$ cat src/rtl/prog_loader.sv
// Program loader and run controller: streams an image into memory, reads it back
// and checks it, fires the fetcher trigger, then hands the bus to the core.
module prog_loader #(
    parameter int DATA_WIDTH = 8,
    parameter int ADDR_WIDTH = 16,
    parameter int MEM_DEPTH  = 32,
    parameter int LOAD_BASE  = 16,
    parameter int RUN_CYCLES = 30,
    parameter int VERIFY     = 1
) (
    input  logic                  clk,
    input  logic                  reset,
    input  logic                  start,
    input  logic [ADDR_WIDTH-1:0] len,
    input  logic                  halt,
    input  logic                  src_valid,
    input  logic [DATA_WIDTH-1:0] src_data,
    output logic                  src_ready,
    output logic                  mem_we,
    output logic [ADDR_WIDTH-1:0] mem_addr,
    output logic [DATA_WIDTH-1:0] mem_din,
    input  logic [DATA_WIDTH-1:0] mem_dout,
    output logic                  manual_mem,
    output logic                  trigger_program,
    output logic                  busy,
    output logic                  done,
    output logic [1:0]            err_code
);

    typedef enum logic [3:0] {
        S_IDLE, S_LOAD, S_DRAIN, S_VERIFY, S_CHECK, S_TRIGGER, S_RUN, S_DONE, S_ERROR
    } state_t;

    localparam logic [ADDR_WIDTH:0]   MAX_LEN  = (ADDR_WIDTH+1)'(MEM_DEPTH - LOAD_BASE);
    localparam logic [ADDR_WIDTH-1:0] BASE     = ADDR_WIDTH'(LOAD_BASE);
    localparam logic [ADDR_WIDTH-1:0] ONE      = ADDR_WIDTH'(1);
    localparam logic [31:0]           RUN_LAST = (RUN_CYCLES == 0) ? 32'd0 : 32'(RUN_CYCLES - 1);

    // Checksums wrap modulo 2^DATA_WIDTH.
    function automatic logic [DATA_WIDTH-1:0] csum_add(input logic [DATA_WIDTH-1:0] acc,
                                                       input logic [DATA_WIDTH-1:0] b);
        return acc + b;
    endfunction

    state_t                  state, next_state;
    logic [ADDR_WIDTH-1:0]   len_q, wr_idx, rd_idx;
    logic [DATA_WIDTH-1:0]   wr_sum, rd_sum, rd_sum_fin;
    logic                    rd_vld_p1;
    logic [31:0]             run_cnt;
    logic                    start_ok, len_ovf, hs, sum_ok, run_expire;
    logic                    busy_d, done_d, manual_d, trig_d;

    assign src_ready  = (state == S_LOAD);
    assign hs         = src_ready && src_valid;
    assign start_ok   = start && (state inside {S_IDLE, S_DONE, S_ERROR});
    assign len_ovf    = {1'b0, len} > MAX_LEN;
    assign rd_sum_fin = rd_vld_p1 ? csum_add(rd_sum, mem_dout) : rd_sum;
    assign sum_ok     = (rd_sum_fin == wr_sum);
    assign run_expire = (RUN_CYCLES != 0) && (run_cnt == RUN_LAST);

    always_ff @(posedge clk) begin
        if (reset) state <= S_IDLE;
        else       state <= next_state;
    end

    always_comb begin
        next_state = state;
        case (state)
            S_IDLE, S_DONE, S_ERROR: begin
                if (start) begin
                    if (len_ovf)         next_state = S_ERROR;
                    else if (len == '0)  next_state = S_TRIGGER;
                    else                 next_state = S_LOAD;
                end
            end
            S_LOAD:    if (hs && wr_idx == len_q - ONE) next_state = S_DRAIN;
            S_DRAIN:   next_state = (VERIFY != 0) ? S_VERIFY : S_TRIGGER;
            S_VERIFY:  if (rd_idx == len_q) next_state = S_CHECK;
            S_CHECK:   next_state = sum_ok ? S_TRIGGER : S_ERROR;
            S_TRIGGER: next_state = S_RUN;
            S_RUN:     if (halt || run_expire) next_state = S_DONE;
            default:   next_state = S_IDLE;
        endcase
    end

    // Status outputs are decoded from the upcoming state so the registered copy tracks state.
    always_comb begin
        busy_d   = !(next_state inside {S_IDLE, S_DONE, S_ERROR});
        done_d   = (next_state == S_DONE);
        manual_d = !(next_state inside {S_IDLE, S_RUN});
        trig_d   = (next_state == S_TRIGGER);
    end

    always_ff @(posedge clk) begin
        if (reset) begin
            busy            <= 1'b0;
            done            <= 1'b0;
            manual_mem      <= 1'b0;
            trigger_program <= 1'b0;
            mem_we          <= 1'b0;
            mem_addr        <= '0;
            mem_din         <= '0;
            err_code        <= 2'd0;
            rd_vld_p1       <= 1'b0;
            wr_idx          <= '0;
            rd_idx          <= '0;
            run_cnt         <= '0;
        end else begin
            busy            <= busy_d;
            done            <= done_d;
            manual_mem      <= manual_d;
            trigger_program <= trig_d;
            mem_we          <= hs;
            rd_vld_p1       <= (state == S_VERIFY);
            if (start_ok) begin
                err_code <= len_ovf ? 2'd1 : 2'd0;
                wr_idx   <= '0;
                rd_idx   <= '0;
            end else if (state == S_CHECK && !sum_ok) begin
                err_code <= 2'd2;
            end
            // p0 -> p1: accepted byte becomes the registered write one cycle later
            if (hs) begin
                mem_addr <= BASE + wr_idx;
                mem_din  <= src_data;
                wr_idx   <= wr_idx + ONE;
            end else if (next_state == S_VERIFY) begin
                mem_addr <= BASE + rd_idx;
                rd_idx   <= rd_idx + ONE;
            end
            if (state == S_TRIGGER)  run_cnt <= '0;
            else if (state == S_RUN) run_cnt <= run_cnt + 32'd1;
        end
    end

    // p1: read data returns one cycle after its address and is folded into the read sum
    always_ff @(posedge clk) begin
        if (start_ok) begin
            len_q  <= len;
            wr_sum <= '0;
            rd_sum <= '0;
        end else begin
            if (hs)        wr_sum <= csum_add(wr_sum, src_data);
            if (rd_vld_p1) rd_sum <= rd_sum_fin;
        end
    end

endmodule
$ cat config.mk
export PLATFORM = sky130hd
export DESIGN_NAME = prog_loader
export DESIGN_NICKNAME = d
export VERILOG_FILES = /design/src/rtl/prog_loader.sv
export SDC_FILE = /design/constraint.sdc
export NUM_CORES = 1
export LEC_CHECK = 0
export CORE_ASPECT_RATIO = 1.2
export CORE_MARGIN = 4
export CORE_UTILIZATION = 35
export DETAILED_ROUTE_END_ITERATION = 10
export DONT_BUFFER_PORTS = 1
export GPL_TIMING_DRIVEN = 0
export PLACE_DENSITY_LB_ADDON = 0.08
export RECOVER_POWER = 25
export SETUP_SLACK_MARGIN = 0.4
export SLEW_MARGIN = 15
export SYNTH_ARGS = -nofsm -noshare
export SYNTH_HDL_FRONTEND = slang
export SYNTH_SLANG_ARGS = --single-unit
$ cat constraint.sdc
create_clock -name clk -period 3.49 [get_ports clk]
set_clock_uncertainty 0.1 [all_clocks]
set_input_delay 0.5235 -clock clk [delete_from_list [all_inputs] [get_ports clk]]
set_output_delay 0.5235 -clock clk [all_outputs]
set_load 0.02 [all_outputs]
# Word level (Yosys, flattened, before mapping)
# Cells that the tools add are included.
# op_classes
n_addsub,8
n_lt_le_gt_ge,1
n_eq_ne,17
n_mux,19
reduce_logical,19
# op_table
op,count
two-way mux 16 bit,7
adder 16 x 1 -> 16 bit (second input constant),2
adder 32 x 1 -> 32 bit (second input constant),1
adder 5 x 16 -> 16 bit (first input constant),2
equality test 16 bit,2
equality test 32 x 5 -> 1 bit (second input constant),1
equality test 4 x 3 -> 1 bit (second input constant),7
case mux 4 bit (7 select lines),1
two-way mux 4 bit,6
adder 8 bit,2
greater-than comparator 16 x 5 -> 1 bit (second input constant),1
zero test 16 bit,1
subtractor 16 x 1 -> 16 bit (second input constant),1
equality test 4 x 2 -> 1 bit (second input constant),3
equality test 4 bit (second input constant),2
equality test 8 bit,1
zero test 4 bit,2
two-way mux 8 bit,1
nonzero test 2 bit,4
nonzero test 3 bit,2
equality test 4 x 1 -> 1 bit (second input constant),1
logical AND 1 bit,4
two-way mux 2 bit,2
zero test 1 bit,3
5 further kinds,5
# word_totals
reg_bits,132
inputBits,37
output_inout_bits,32
word_cells,80

# Logic depth before layout (Yosys ltp)
# depth
depth_word,8
depth_mapped,15
depth_no_buf,11

# Least setup slack after synthesis
# OpenSTA, ideal clock, no wires.
# synth_path
path_kind,register to register
startpoint,register state[2]
endpoint,register mem_addr[14]
setup_ps,70
arrival_ps,3181
required_ps,3320
slack_ps,138
stages_incl_launch_ff,16
path_buffers,4
period_less_slack_ps,3352
path_cell_list,dfxtp_1 or4b_1 clkbuf_1 inv_1 nand2_1 clkbuf_1 clkbuf_1 clkbuf_1 nand2_1 nand2_1 ha_1 nor3b_1 nor2b_1 xnor2_1 nand2_1 a21oi_1
# synth_via
elab_chain_cells,7
word_cells_on_any_way,20
cone_classes,eq/ne: 9; mux: 6; reduce/logical: 5
# synth_rtl
item,line,rtl
from (decl),45,"state_t state, next_state;"
from (signal assigned),63,else state <= next_state;
equality test 4 x 1 -> 1 bit (*),53,assign src_ready = (state == S_LOAD);
net src_ready,18,"output logic src_ready,"
logical AND 1 bit,54,assign hs = src_ready && src_valid;
logical AND 1 bit,76,S_LOAD: if (hs && wr_idx == len_q - ONE) next_state = S_DRAIN;
two-way mux 4 bit,76,
case mux 4 bit (7 select lines),68,case (state)
equality test 4 x 2 -> 1 bit,127,end else if (next_state == S_VERIFY) begin
nonzero test 2 bit (no line),--,
to (signal assigned),124,mem_addr <= BASE + wr_idx;
to (signal assigned),128,mem_addr <= BASE + rd_idx;
to (decl),20,"output logic [ADDR_WIDTH-1:0] mem_addr,"
# The timed path passes the listed nets; every way through them passes the cells marked *.
# A chain may end at the register's enable or synchronous reset.

# Worst setup path in the final report
# layout_path
startpoint,register len_q[0]
endpoint,register busy
# layout_via
elab_chain_cells,8
word_cells_on_any_way,12
cone_classes,add/sub: 1; eq/ne: 4; mux: 3; reduce/logical: 4
# layout_rtl
item,line,rtl
from (decl),46,"logic [ADDR_WIDTH-1:0] len_q, wr_idx, rd_idx;"
from (signal assigned),139,len_q <= len;
subtractor 16 x 1 -> 16 bit,76,
equality test 16 bit,76,
logical AND 1 bit,76,
two-way mux 4 bit,76,
case mux 4 bit (7 select lines) (*),68,
"equality test 4 x 3 -> 1 bit, or another cell as far along",88,"busy_d = !(next_state inside {S_IDLE, S_DONE, S_ERROR});"
nonzero test 3 bit (*),88,
zero test 1 bit (*),88,
to (signal assigned),109,busy <= busy_d;
to (decl),25,"output logic busy,"
# Mark *: on every way between the ends. The rest lies on a longest branch, timed or not.

==> qor.yml <==
status: "finished clean"
grt_antenna_before_repair: 0
dpl-instance-area_um2: 7830
vias: 6555
synth-edff-count: 16
cts_buffers: 17
clock_latency_ns: 0.43
rows: 58
cts_root_buffer: "clkbuf_16"
antennaDiodeCount: 0
crit_chain: "inv_2 > ha_4 > or4b_4 > buf_6 > o41ai_4 > nand4_1 > or4b_1 > or4_4 > a21oi_2 > and2b_2 > a211oi_2"
critPathArrivalTime_ns: 3.62
synth_nets: 974
synth.yosys.warnings: 0
die_x_um: 141
syn_inst: 915
synth-async-reset-ratio_pct: 0
rsz0062_at_grt: "yes"
synthTopCellsByArea: "dfxtp_1 31%, edfxtp_1 6.4%, nor2_1 5.7%"
yosysTopAreaCellShare_pct: 31.1
cp_num_buf_inv: 2
cp-end-kind: "flop"
fin_area_um2: 8720
synth-seq-cells: 132
synth_area_um2: 7480
use_met1_pct: 22.8
grt_usage_pct: 18.8
slew_violations: 0
clock_sinks: 132
grt_max_degree: 26
overflow: 0
dp_hpwl_mm: 16.4
ant_nets: 0
peakVddDrop_uv: 308
fp.dieH_um: 168
cp_slowest_cell: "or4_4"
finalSetupViolCount: 0
area_delta_synth_final_pct: 16.6
max_stage_delay_ns: 0.55
clkTransAtPathRegs_ns: 0.06
setup_tns_ns: 0
hold_class: "input port to flop"
power_density_nw_per_um2: 424
io_buffers: 0
drt_iter0_markers: 418
use_met3_pct: 3.69
drt-total-wl_mm: 22.2
slew_headroom_pct: 51.9
power.total_w: 0.00369
p_leak_nw: 3.08
start_util_pct: 35.7
cts_hold_buf: 0
worst_setup_path_start_kind: "flop"
synth_area_per_cell_um2: 8.17
critPathRequiredTime_ns: 3.66
max_cap_violations: 0
synthTopCellsByCount: "116 x dfxtp_1, 114 x nor2_1, 83 x nand2_1"
layout.nets: 1002
dp_slack_ns: -0.512
grt.busiest_layer: "met2"
critical_path.max_fanout: 5
min_period_ns: 3.44
h-tree-depth: 4
timing.final.ws_setup_ns: 0.0459
worst_pin_slew_ns: 0.722
grt_pass1_vias: 6423
drive_gt1_share_pct: 11.8
fill_cells: 2149
hold_violations: 0
yosysUniqueCellTypes: 73
cts_tree: "built"
final_cells: 1226
grt_use_met2_pct: 33.1
ys.flop_type: "dfxtp_1"
fmax_mhz: 290
drcViolationCount: 0
dr.pass1.iters: 5
cp_top_family: "simple AND/OR/NAND/NOR gates"
gp_congestion: 0.831
core_area_um2: 21000
dp_cells: 1185
yosys.area.top_type: "dfxtp_1"
synthMostInstantiatedCell: "dfxtp_1"
wire_per_inst_um: 18.1
worstSetupPathType: "flop to flop"
period_share_pct: 98.7
design.die.area_um2: 23800
cts.path.max_buffers: 2
post_drt_via_cell_ratio: 5.35
ios: 69
grt_pass1_wl_mm: 35.3
synth_seq_area_share_pct: 37.5
[registers in the layout, summed over array words and instances (netlist names), 2 cells and up]
signal / flops
rd_idx: 16
wr_sum: 8
rd_sum: 8
wr_idx: 16
mem_addr: 16
mem_din: 8
len_q: 16
state: 4
err_code: 2
run_cnt: 32
[layout by cell type, fill, tap and decap left out, types with 5 or more instances in the layout]
| cell | Yosys | layout |
|---|---|---|
| o211ai_1 | 6 | 6 |
| nor2b_1 | 11 | 10 |
| nand2b_1 | 7 | 6 |
| o21ai_0 | 37 | 37 |
| nand2_1 | 83 | 82 |
| a221oi_1 | 5 | 5 |
| clkbuf_2 | 0 | 6 |
| nand4_1 | 16 | 16 |
| nor3_1 | 26 | 26 |
| or3_1 | 17 | 16 |
| xnor2_1 | 48 | 48 |
| dfxtp_1 | 116 | 112 |
| nor2_1 | 114 | 113 |
| xor2_1 | 47 | 47 |
| a211oi_1 | 8 | 8 |
| a31oi_1 | 9 | 9 |
| edfxtp_1 | 16 | 16 |
| ha_1 | 20 | 17 |
| or4_1 | 7 | 5 |
| nor4_1 | 22 | 17 |
| inv_1 | 31 | 28 |
| clkbuf_16 | 0 | 18 |
| mux2i_1 | 12 | 12 |
| nor4_2 | 0 | 5 |
| nand3_1 | 42 | 41 |
| buf_4 | 0 | 10 |
| a21oi_1 | 64 | 61 |
| and3_1 | 10 | 10 |
| a21o_1 | 5 | 5 |
| clkbuf_1 | 41 | 32 |
| buf_2 | 4 | 6 |
| or3b_2 | 7 | 7 |
[timing repair]
action                     4_1_cts  5_1_grt
setup endpoints to repair       40       40
setup buffers                    6        3
resized for setup               29       40
pin swaps                        5        5
[path summary, 6_finish.rpt]
kind | depth (start not counted) | startpoint | end | slack, ns
hold / removal | 0 | len[15] | len_q[15] | 0.1
setup reg to reg | 11 | len_q[0] | busy | 0.05
hold reg to reg | 2 | run_cnt[31] | run_cnt[31] | 0.40
setup / recovery | 11 | len_q[0] | busy | 0.05
[cell families after synthesis]
group	Yosys count	synth area share [%]
AO/OA/AOI/OAI	175	14.8
XOR/XNOR	95	11.1
adder cells (fa/ha/maj)	22	3.88
buffers and inverters	84	4.48
flip-flops	132	37.5
multiplexers	14	1.91
AND/OR/NAND/NOR	393	26.3
[through the flow]
step | hold slack, ns | utilization, %
after floorplan | 0.357 | -
after global placement | 0.390 | 37.3
after detailed placement | 0.392 | 37.3
after CTS | 0.0742 | 40.9
after global routing | 0.0724 | 41.6
final | 0.0995 | 41.6
[report_power, final]
| group | total, W | internal, W | switching [W] |
|---|---|---|---|
| Combinational | 0.000300 | 0.000116 | 0.000185 |
| Sequential | 0.00161 | 0.00157 | 0.0000381 |
| Clock | 0.00179 | 0.00108 | 0.000704 |
| Total | 0.00369 | 0.00277 | 0.000926 |
[routing by layer]
| layer | up-vias | wire length (µm) |
|---|---|---|
| met5 | - | 0 |
| met4 | 0 | 495 |
| met3 | 32 | 811 |
| met2 | 126 | 11500 |
| met1 | 3095 | 9420 |
| li1 | 3302 | - |
[layout make-up]
| type | count | area [µm²] | share of cell area [%] |
|---|---|---|---|
| plain buffers | 51 | 263 | 3.01 |
| clock buffers | 22 | 495 | 5.68 |
| clock inverters | 10 | 95.1 | 1.09 |
| inverters | 33 | 136 | 1.56 |
| multi-input cells | 699 | 4510 | 51.8 |
| flip-flops and latches | 132 | 2810 | 32.2 |
| well taps | 270 | 338 | 3.88 |
| repair buffers | 9 | 67.6 | 0.775 |
Note: power is estimated with default switching activity, not from simulation.
